<file path="src/rtl/fetch_stage_pkg.sv">
// Shared definitions for the instruction-fetch stage: reset PC, NOP encoding,
// fetch FSM state encodings and the IF/ID payload type.
package fetch_stage_pkg;

    localparam logic [31:0] RESET_PC_DEFAULT = 32'h0000_3000;
    localparam logic [31:0] NOP_ENCODING     = 32'h0000_0000;

    typedef enum logic [1:0] {
        ST_REQ  = 2'd0,
        ST_WAIT = 2'd1,
        ST_HOLD = 2'd2
    } fetch_state_e;

    typedef struct packed {
        logic [31:0] pc;
        logic [31:0] instr;
    } if_slot_t;

endpackage

</file>
<file path="src/rtl/fetch_stage_pc_reg.sv">
// Program counter, pending-redirect register and next-PC selection.
module fetch_pc_reg
    import fetch_stage_pkg::*;
#(
    parameter logic [31:0] RESET_PC = RESET_PC_DEFAULT
) (
    input  logic        clk,
    input  logic        rst_n,
    input  logic        redirect_valid_i,
    input  logic [31:0] redirect_pc_i,
    input  logic        advance_i,
    output logic [31:0] pc_o,
    output logic [31:0] next_pc_o
);

    logic [31:0] pc_q, pc_d;
    logic [31:0] pend_pc_q, pend_pc_d;
    logic        pend_valid_q, pend_valid_d;

    // A redirect arriving in the same cycle as a PC advance takes effect immediately.
    always_comb begin
        if (redirect_valid_i) begin
            next_pc_o = redirect_pc_i;
        end else if (pend_valid_q) begin
            next_pc_o = pend_pc_q;
        end else begin
            next_pc_o = pc_q + 32'd4;
        end
    end

    always_comb begin
        // NOTE: every next-state signal gets a default first so no path leaves it unassigned (no latches).
        pc_d         = pc_q;
        pend_pc_d    = pend_pc_q;
        pend_valid_d = pend_valid_q;
        if (advance_i) begin
            pc_d         = next_pc_o;
            pend_valid_d = 1'b0;
        end else if (redirect_valid_i) begin
            pend_pc_d    = redirect_pc_i;
            pend_valid_d = 1'b1;
        end
    end

    always_ff @(posedge clk or negedge rst_n) begin
        if (!rst_n) begin
            pc_q         <= RESET_PC;
            pend_pc_q    <= '0;
            pend_valid_q <= 1'b0;
        end else begin
            // NOTE: non-blocking assignments so every register updates from pre-edge values.
            pc_q         <= pc_d;
            pend_pc_q    <= pend_pc_d;
            pend_valid_q <= pend_valid_d;
        end
    end

    assign pc_o = pc_q;

endmodule

</file>
<file path="src/rtl/fetch_stage.sv">
// MIPS instruction-fetch stage: one outstanding imem fetch, hold buffer, IF/ID register.
// Build option DELAY_SLOT_EN keeps the instruction after a branch (delay slot).
module fetch_stage
    import fetch_stage_pkg::*;
#(
    parameter logic [31:0] RESET_PC  = RESET_PC_DEFAULT,
    parameter logic [31:0] NOP_INSTR = NOP_ENCODING
) (
    input  logic        clk,
    input  logic        rst_n,
    input  logic        redirect_valid,
    input  logic [31:0] redirect_pc,
    input  logic        stall,
    input  logic        flush,
    output logic        imem_req,
    output logic [31:0] imem_addr,
    input  logic        imem_gnt,
    input  logic        imem_rvalid,
    input  logic [31:0] imem_rdata,
    output logic        id_valid,
    output logic [31:0] id_pc,
    output logic [31:0] id_instr
);

`ifdef DELAY_SLOT_EN
    localparam bit KILL_ON_REDIRECT = 1'b0;
`else
    localparam bit KILL_ON_REDIRECT = 1'b1;
`endif

    fetch_state_e state_q, state_d;
    logic         req_en_q;
    logic         kill_q, kill_d;
    if_slot_t     hold_q;
    if_slot_t     id_q;
    logic         id_valid_q;

    logic [31:0] pc;
    logic [31:0] next_pc;
    logic        squash, rsp, rsp_drop, rsp_park, rsp_deliver;
    logic        hold_exit, hold_deliver, advance, deliver;
    if_slot_t    deliver_slot;

    // squash drops whatever fetch is younger than the current IF/ID contents.
    assign squash       = flush | (redirect_valid & KILL_ON_REDIRECT);
    assign rsp          = (state_q == ST_WAIT) && imem_rvalid;
    assign rsp_drop     = kill_q | squash;
    assign rsp_park     = rsp && !rsp_drop && stall;
    assign rsp_deliver  = rsp && !rsp_drop && !stall;
    assign hold_exit    = (state_q == ST_HOLD) && (squash || !stall);
    assign hold_deliver = (state_q == ST_HOLD) && !squash && !stall;
    assign advance      = (rsp && !rsp_park) || hold_exit;
    assign deliver      = rsp_deliver || hold_deliver;
    assign deliver_slot = (state_q == ST_HOLD) ? hold_q : {pc, imem_rdata};

    fetch_pc_reg #(.RESET_PC(RESET_PC)) u_pc (
        .clk              (clk),
        .rst_n            (rst_n),
        .redirect_valid_i (redirect_valid),
        .redirect_pc_i    (redirect_pc),
        .advance_i        (advance),
        .pc_o             (pc),
        .next_pc_o        (next_pc)
    );

    always_ff @(posedge clk or negedge rst_n) begin
        if (!rst_n) begin
            state_q  <= ST_REQ;
            req_en_q <= 1'b0;
            kill_q   <= 1'b0;
        end else begin
            state_q  <= state_d;
            req_en_q <= 1'b1;
            kill_q   <= kill_d;
        end
    end

    always_comb begin
        state_d = state_q;
        case (state_q)
            ST_REQ:  if (imem_req && imem_gnt) state_d = ST_WAIT;
            ST_WAIT: if (imem_rvalid) state_d = rsp_park ? ST_HOLD : ST_REQ;
            ST_HOLD: if (hold_exit) state_d = ST_REQ;
            default: state_d = ST_REQ;
        endcase
    end

    always_comb begin
        imem_req  = (state_q == ST_REQ) && req_en_q;
        imem_addr = pc;
    end

    // Kill marks the single outstanding (or about-to-be-granted) fetch for discard.
    always_comb begin
        kill_d = kill_q;
        if (rsp || state_q == ST_HOLD) begin
            kill_d = 1'b0;
        end else if (squash) begin
            kill_d = 1'b1;
        end
    end

    always_ff @(posedge clk or negedge rst_n) begin
        if (!rst_n) begin
            // NOTE: the data-only hold buffer and IF/ID payload are reset too so outputs are defined from reset.
            hold_q     <= '0;
            id_q       <= '{pc: 32'h0, instr: NOP_INSTR};
            id_valid_q <= 1'b0;
        end else begin
            if (rsp_park) begin
                hold_q <= {pc, imem_rdata};
            end
            if (flush) begin
                id_valid_q <= 1'b0;
                id_q.instr <= NOP_INSTR;
            end else if (!stall) begin
                id_valid_q <= deliver;
                if (deliver) begin
                    id_q <= deliver_slot;
                end
            end
        end
    end

    assign id_valid = id_valid_q;
    assign id_pc    = id_q.pc;
    assign id_instr = id_q.instr;

endmodule

</file>
<file path="config.mk">
export PLATFORM = sky130hd
export DESIGN_NAME = fetch_stage
export DESIGN_NICKNAME = d
export VERILOG_FILES = /design/src/rtl/fetch_stage_pkg.sv /design/src/rtl/fetch_stage_pc_reg.sv /design/src/rtl/fetch_stage.sv
export SDC_FILE = /design/constraint.sdc
export NUM_CORES = 1
export LEC_CHECK = 0
export BUFFER_PORTS_ARGS = -buffer_cell sky130_fd_sc_hd__buf_2
export CAP_MARGIN = 0
export CORE_MARGIN = 1.5
export CORE_UTILIZATION = 51
export CTS_CLUSTER_DIAMETER = 120
export DETAILED_ROUTE_END_ITERATION = 7
export PLACE_DENSITY = 0.76
export SYNTH_ARGS = -nofsm -noshare
export SYNTH_HDL_FRONTEND = slang
export SYNTH_HIERARCHICAL = 1
export SYNTH_SLANG_ARGS = --single-unit
</file>
<file path="constraint.sdc">
create_clock -name clk -period 2.22 [get_ports clk]
set_input_delay 0.111 -clock clk [delete_from_list [all_inputs] [get_ports clk]]
set_output_delay 0.111 -clock clk [all_outputs]
set_load 0.05 [all_outputs]
</file>
; ---- Word level (Yosys, flattened, before mapping)
; Index checks and enable logic that the tools add are counted.
[op_classes]
magnitude_cmp = 0
muxes = 17
n_mul = 0
n_reduce_logical = 26
bitwise = 5
n_eq_ne = 6
addsub = 1
n_div = 0
n_shift = 0
[op_table]
columns = op, count
row1 = 2-to-1 mux 32 bit, 5
row2 = 2-to-1 mux 64 bit, 1
row3 = "adder 32 x 3 -> 32 bit, second input constant", 1
row4 = logical AND 1 bit, 10
row5 = 2-to-1 mux 2 bit, 4
row6 = 2-to-1 mux 1 bit, 6
row7 = "inequality test 2 bit, second input constant", 3
row8 = case mux 2 bit (3 select lines), 1
row9 = AND reduction 3 bit, 2
row10 = nonzero test 2 bit, 3
row11 = zero test 1 bit, 4
row12 = logical OR 1 bit, 4
row13 = AND reduction 2 bit, 2
row14 = inverter 1 bit, 3
row15 = "== test 2 x 1 -> 1 bit, second input constant", 1
row16 = "== test 2 bit, second input constant", 1
row17 = zero test 2 bit, 1
row18 = "inequality test 2 x 1 -> 1 bit, second input constant", 1
row19 = OR 1 bit, 2
[word_totals]
output_inout_bits = 98
mem_bits_ro = 0
in_bits = 71
mem_bits_rw = 0
mem_count = 0
word_cells = 66
register_bits = 198
latch_bits = 0

; ---- Logic depth before layout (Yosys ltp)
[logic_depth]
word_depth = 10
ltp_mapped = 9
ltp_nobuf = 7

; ---- By module
; The synthesis kept the hierarchy.
[modules_own_cells]
columns = mod, cells_per_inst, seq_area_each_um2, area_per_inst_um2, n_inst
row1 = fetch_stage, 420, 3328.2, 5928.2, 1
row2 = fetch_pc_reg, 420, 1629.1, 3962.6, 1

; ---- Worst setup path before layout
; No wires, ideal clock.
[synth_path]
path_type = register -> register
start = reg u_pc.pc_q[15] (netlist: u_pc/pc_o[15])
end = reg u_pc.pc_q[21] (netlist: u_pc/pc_o[21])
path_stages_with_launch = 7
t_required_ns = 2.152
n_path_buf = 1
arrival_ns = 2.286
period_less_slack_ns = 2.354
setup_ns = 0.068
path_slack_ns = -0.134
path_cell_list = dfrtp_1 > clkbuf_1 > nand4_1 > or4_4 > or4_1 > nand2_1 > a22o_1
[synth_between]
elab_chain_len = 3
[synth_lines]
columns = item, line_no
row1 = start: declaration, fetch_stage_pc_reg.sv:16  ; logic [31:0] pc_q, pc_d;
row2 = start signal: assignment, fetch_stage_pc_reg.sv:52  ; pc_q <= pc_d;
row3 = adder 32 x 3 -> 32 bit, fetch_stage_pc_reg.sv:27  ; next_pc_o = pc_q + 32'd4;
row4 = 2-to-1 mux 32 bit, fetch_stage_pc_reg.sv:24  ; end else if (pend_valid_q) begin
row5 = 2-to-1 mux 32 bit, fetch_stage_pc_reg.sv:22  ; if (redirect_valid_i) begin
; No other way between the ends.
; A chain may end at the register's enable or synchronous reset.

; ---- Worst setup path in the final report
[layout_path]
start = reg u_pc.pc_q[13] (netlist: u_pc/pc_o[13])
end = reg u_pc.pc_q[26] (netlist: u_pc/pc_o[26])
; Same word-level chain as after synthesis.

==> flow_summary_export.csv <==
group,metric,value,unit
sta,setup_viol,0,
global_route,global_route_wire_length_before_repair,42.1,mm
clocking,clock_latency,440,ps
placement,dp_hpwl,16.5,mm
setup_path,worstPathMaxFanout,9,
setup_path,critPathArrivalTime,2440,ps
synth,cell_count_after_synthesis,782,
setup_path,critical_path_required,2550,ps
setup_path,worst_r2r_path_depth,5,
power,vdd.ir_drop.worst,635,µV
die,die-height,140,µm
sta,hold_violations,0,
status,violations,"design-rule violations",
detailed_routing,drt-wirelength-per-cell,20.6,µm
layout,antennaDiodeCount,0,
die,fp.dieArea,0.0195,mm²
setup_path,reg2reg_slack,110,ps
sta,timing.final.crit_share,0.950,
layout,finish.utilization,0.662,
setup_path,critical_path_s_slowest_cell,"sky130_fd_sc_hd__dfstp_4",
setup_path,critical_path_startpoint_category,"register",
hold_path,destination_of_the_worst_hold_path,"state_q[0]",
clocking,clk_path_buf_depth,2,
sta,maxSlewHeadroom,0.560,
layout,syn2layout_area_growth,25.9,%
placement,io_buffer_count,168,
sta,timing.setup.tns,0,ps
power,power.density_cell_area,930,mW/mm²
global_route,grt_pass1_vias,7744,
synth,synth_area,0.00955,mm²
global_route,antenna_violations_before_repair,0,
die,floorplan.initialDensity,0.526,
setup_path,path_cells,"nand4_2 > or4_4 > nor4b_2 > xnor2_1 > a221oi_2",
detailed_routing,count_of_antenna_violating_nets_left_after_detailed_routing,0,
power,power_leakage,5.95,nW
global_route,globalRouteOverflowTotal,0,
placement,post_dp_cell_area,0.0108,mm²
status,status,"complete, but fails checks",
setup_path,worstPathBufferInverterCount,0,
layout,finish.net_count,1089,
setup_path,regToRegStartpoint,"u_pc/pc_o[13]",
global_route,gr-usage-met3,0.0475,
sta,tightestPinTransition,660,ps
power,post-layout-total-power,0.0112,W
die,std_cell_rows,49,
clocking,clock-sinks,198,
global_route,overall_routing_resource_usage,0.274,
sta,worst_case_clock_skew,7.42,ps
global_route,grt_use_met1,0.378,
detailed_routing,dr_pass1_iterations,7,
detailed_routing,detail_route.wirelength,26.0,mm
clocking,clk_transition_reported_paths,70,ps
global_route,maximum_number_of_pins_on_one_net_before_global_route_repair,65,
detailed_routing,route.detailed.drc,12,
die,num_io_pins,169,
setup_path,criticalPathCategory,"reg2reg",
die,floorplan.die.width,140,µm
die,core_area,0.0181,mm²
placement,gpl.final_weighted_congestion,0.906,
synth,synth.avg_cell_area,12.2,µm²
clocking,tritoncts.num_buffers,17,
detailed_routing,detailroute.via_count,7578,
layout,drive_above_1_share,0.366,
detailed_routing,first_iteration_detailed_routing_drc_count,579,
global_route,grt.busiest_layer,"met2",
clocking,clock_tree.root_cell,"sky130_fd_sc_hd__clkbuf_16",
layout,design_area,0.0120,mm²
global_route,grt_util_met2,0.443,
setup_path,critPathMaxStageDelay,670,ps
setup_path,worstSetupEndpointType,"register",
sta,final-max-slew-violation-count,0,
clocking,ctsHtreeMaxLevel,4,
sta,maxClockFrequency,474,MHz
setup_path,worst_path_dominant_cell_family,"simple AND/OR/NAND/NOR gates",
hold_path,min-delay-start,"imem_rvalid",
setup_path,reg2reg_to,"u_pc/pc_o[26]",
synth,mappedNetlistNets,854,
detailed_routing,route.detailed.vias_per_inst,6.02,
run,max_cap_violations,0,
clocking,cts_tree,"yes",
hold_path,timing.hold.worst_path_depth,3,
sta,clock_period_minus_final_worst_setup_slack,2110,ps
sta,rsz_0062_raised_after_global_routing,"false",
hold_path,min-delay-path-class,"in2reg",
synth,synth_warnings,6,
==> metrics by stage <==
stage                     hold slack [ps]  instances  worst slack [ps]
after global routing                 25.5       1259              14.6
after CTS                            13.5       1258               121
after detailed placement              120       1159               145
after floorplan                      -185        782              6.64
final                                25.0       1259               112
after global placement                119       1159               150
==> placed cells by master, fill, tap and decap left out, types with 5 or more instances in the layout <==
cell type,instances
sky130_fd_sc_hd__dfrtp_1,190
sky130_fd_sc_hd__buf_2,167
sky130_fd_sc_hd__dlygate4sd3_1,67
sky130_fd_sc_hd__mux2_4,60
sky130_fd_sc_hd__mux2_2,47
sky130_fd_sc_hd__o22ai_1,40
sky130_fd_sc_hd__and3_1,38
sky130_fd_sc_hd__buf_4,37
sky130_fd_sc_hd__nand2_1,35
sky130_fd_sc_hd__a2bb2oi_1,32
sky130_fd_sc_hd__a221o_1,32
sky130_fd_sc_hd__nor2b_1,30
sky130_fd_sc_hd__nor2_1,24
sky130_fd_sc_hd__a21oi_1,20
sky130_fd_sc_hd__o21ai_0,20
sky130_fd_sc_hd__clkbuf_16,17
sky130_fd_sc_hd__a22oi_1,16
sky130_fd_sc_hd__nand4_1,11
sky130_fd_sc_hd__nand3_1,11
sky130_fd_sc_hd__xor2_1,8
sky130_fd_sc_hd__a22o_1,8
sky130_fd_sc_hd__buf_12,7
sky130_fd_sc_hd__inv_1,7
sky130_fd_sc_hd__dfrtp_2,6
sky130_fd_sc_hd__clkinvlp_4,5
sky130_fd_sc_hd__nor3_1,5
sky130_fd_sc_hd__o41ai_1,5
==> final cells by class <==
class	instances	area [µm²]
clock buffer	17	425
clock inverter	15	148
fill	1350	6130
inverter	8	30.0
multi-input combinational	513	4230
sequential	198	4970
tap	229	287
timing repair buffer	279	1940
==> state kept, by name (all words and copies together) (netlist names) <==
| register | flops |
|---|---|
| req_en_q | 1 |
| state_q | 2 |
| id_valid | 1 |
| hold_q | 64 |
| id_instr | 32 |
| u_pc/pend_valid_q | 1 |
| u_pc/pc_o | 32 |
| u_pc/pend_pc_q | 32 |
| kill_q | 1 |
| id_pc | 32 |
==> how the worst max path moves through the flow <==
stage                        from  slack [ps]            end  cells past startpoint
global placement    u_pc/pc_o[13]         150  u_pc/pc_o[21]                      5
floorplan            u_pc/pc_o[8]           7  u_pc/pc_o[21]                      5
CTS                 u_pc/pc_o[13]         120  u_pc/pc_o[26]                      5
finish              u_pc/pc_o[13]         110  u_pc/pc_o[26]                      5
detailed placement  u_pc/pc_o[13]         140  u_pc/pc_o[21]                      5
global route           state_q[1]          10  u_pc/pc_o[26]                      7
==> worst min-delay path, delay by kind of cell <==
kind / cells / cell delay, ps
mux: 1 / 150
buf+inv: 1 / 120
simple gates: 1 / 40
==> repair_timing <==
action,in CTS,in global routing
buffers inserted,0,1
setup endpoints to repair,0,2
hold endpoints to repair,120,0
resized for setup,0,0
hold buffers,67,0
==> per-layer routing <==
layer	routed length, µm	share of wire
met1	11500	0.44
met2	12400	0.48
met3	1610	0.062
met4	430	0.017
met5	0	0
==> where the power goes <==
group          switching, W  internal (W)
Combinational       0.00221       0.00119
Sequential         0.000564       0.00420
Clock               0.00144       0.00157
Total               0.00421       0.00697
(Power assumes the default switching activity.)
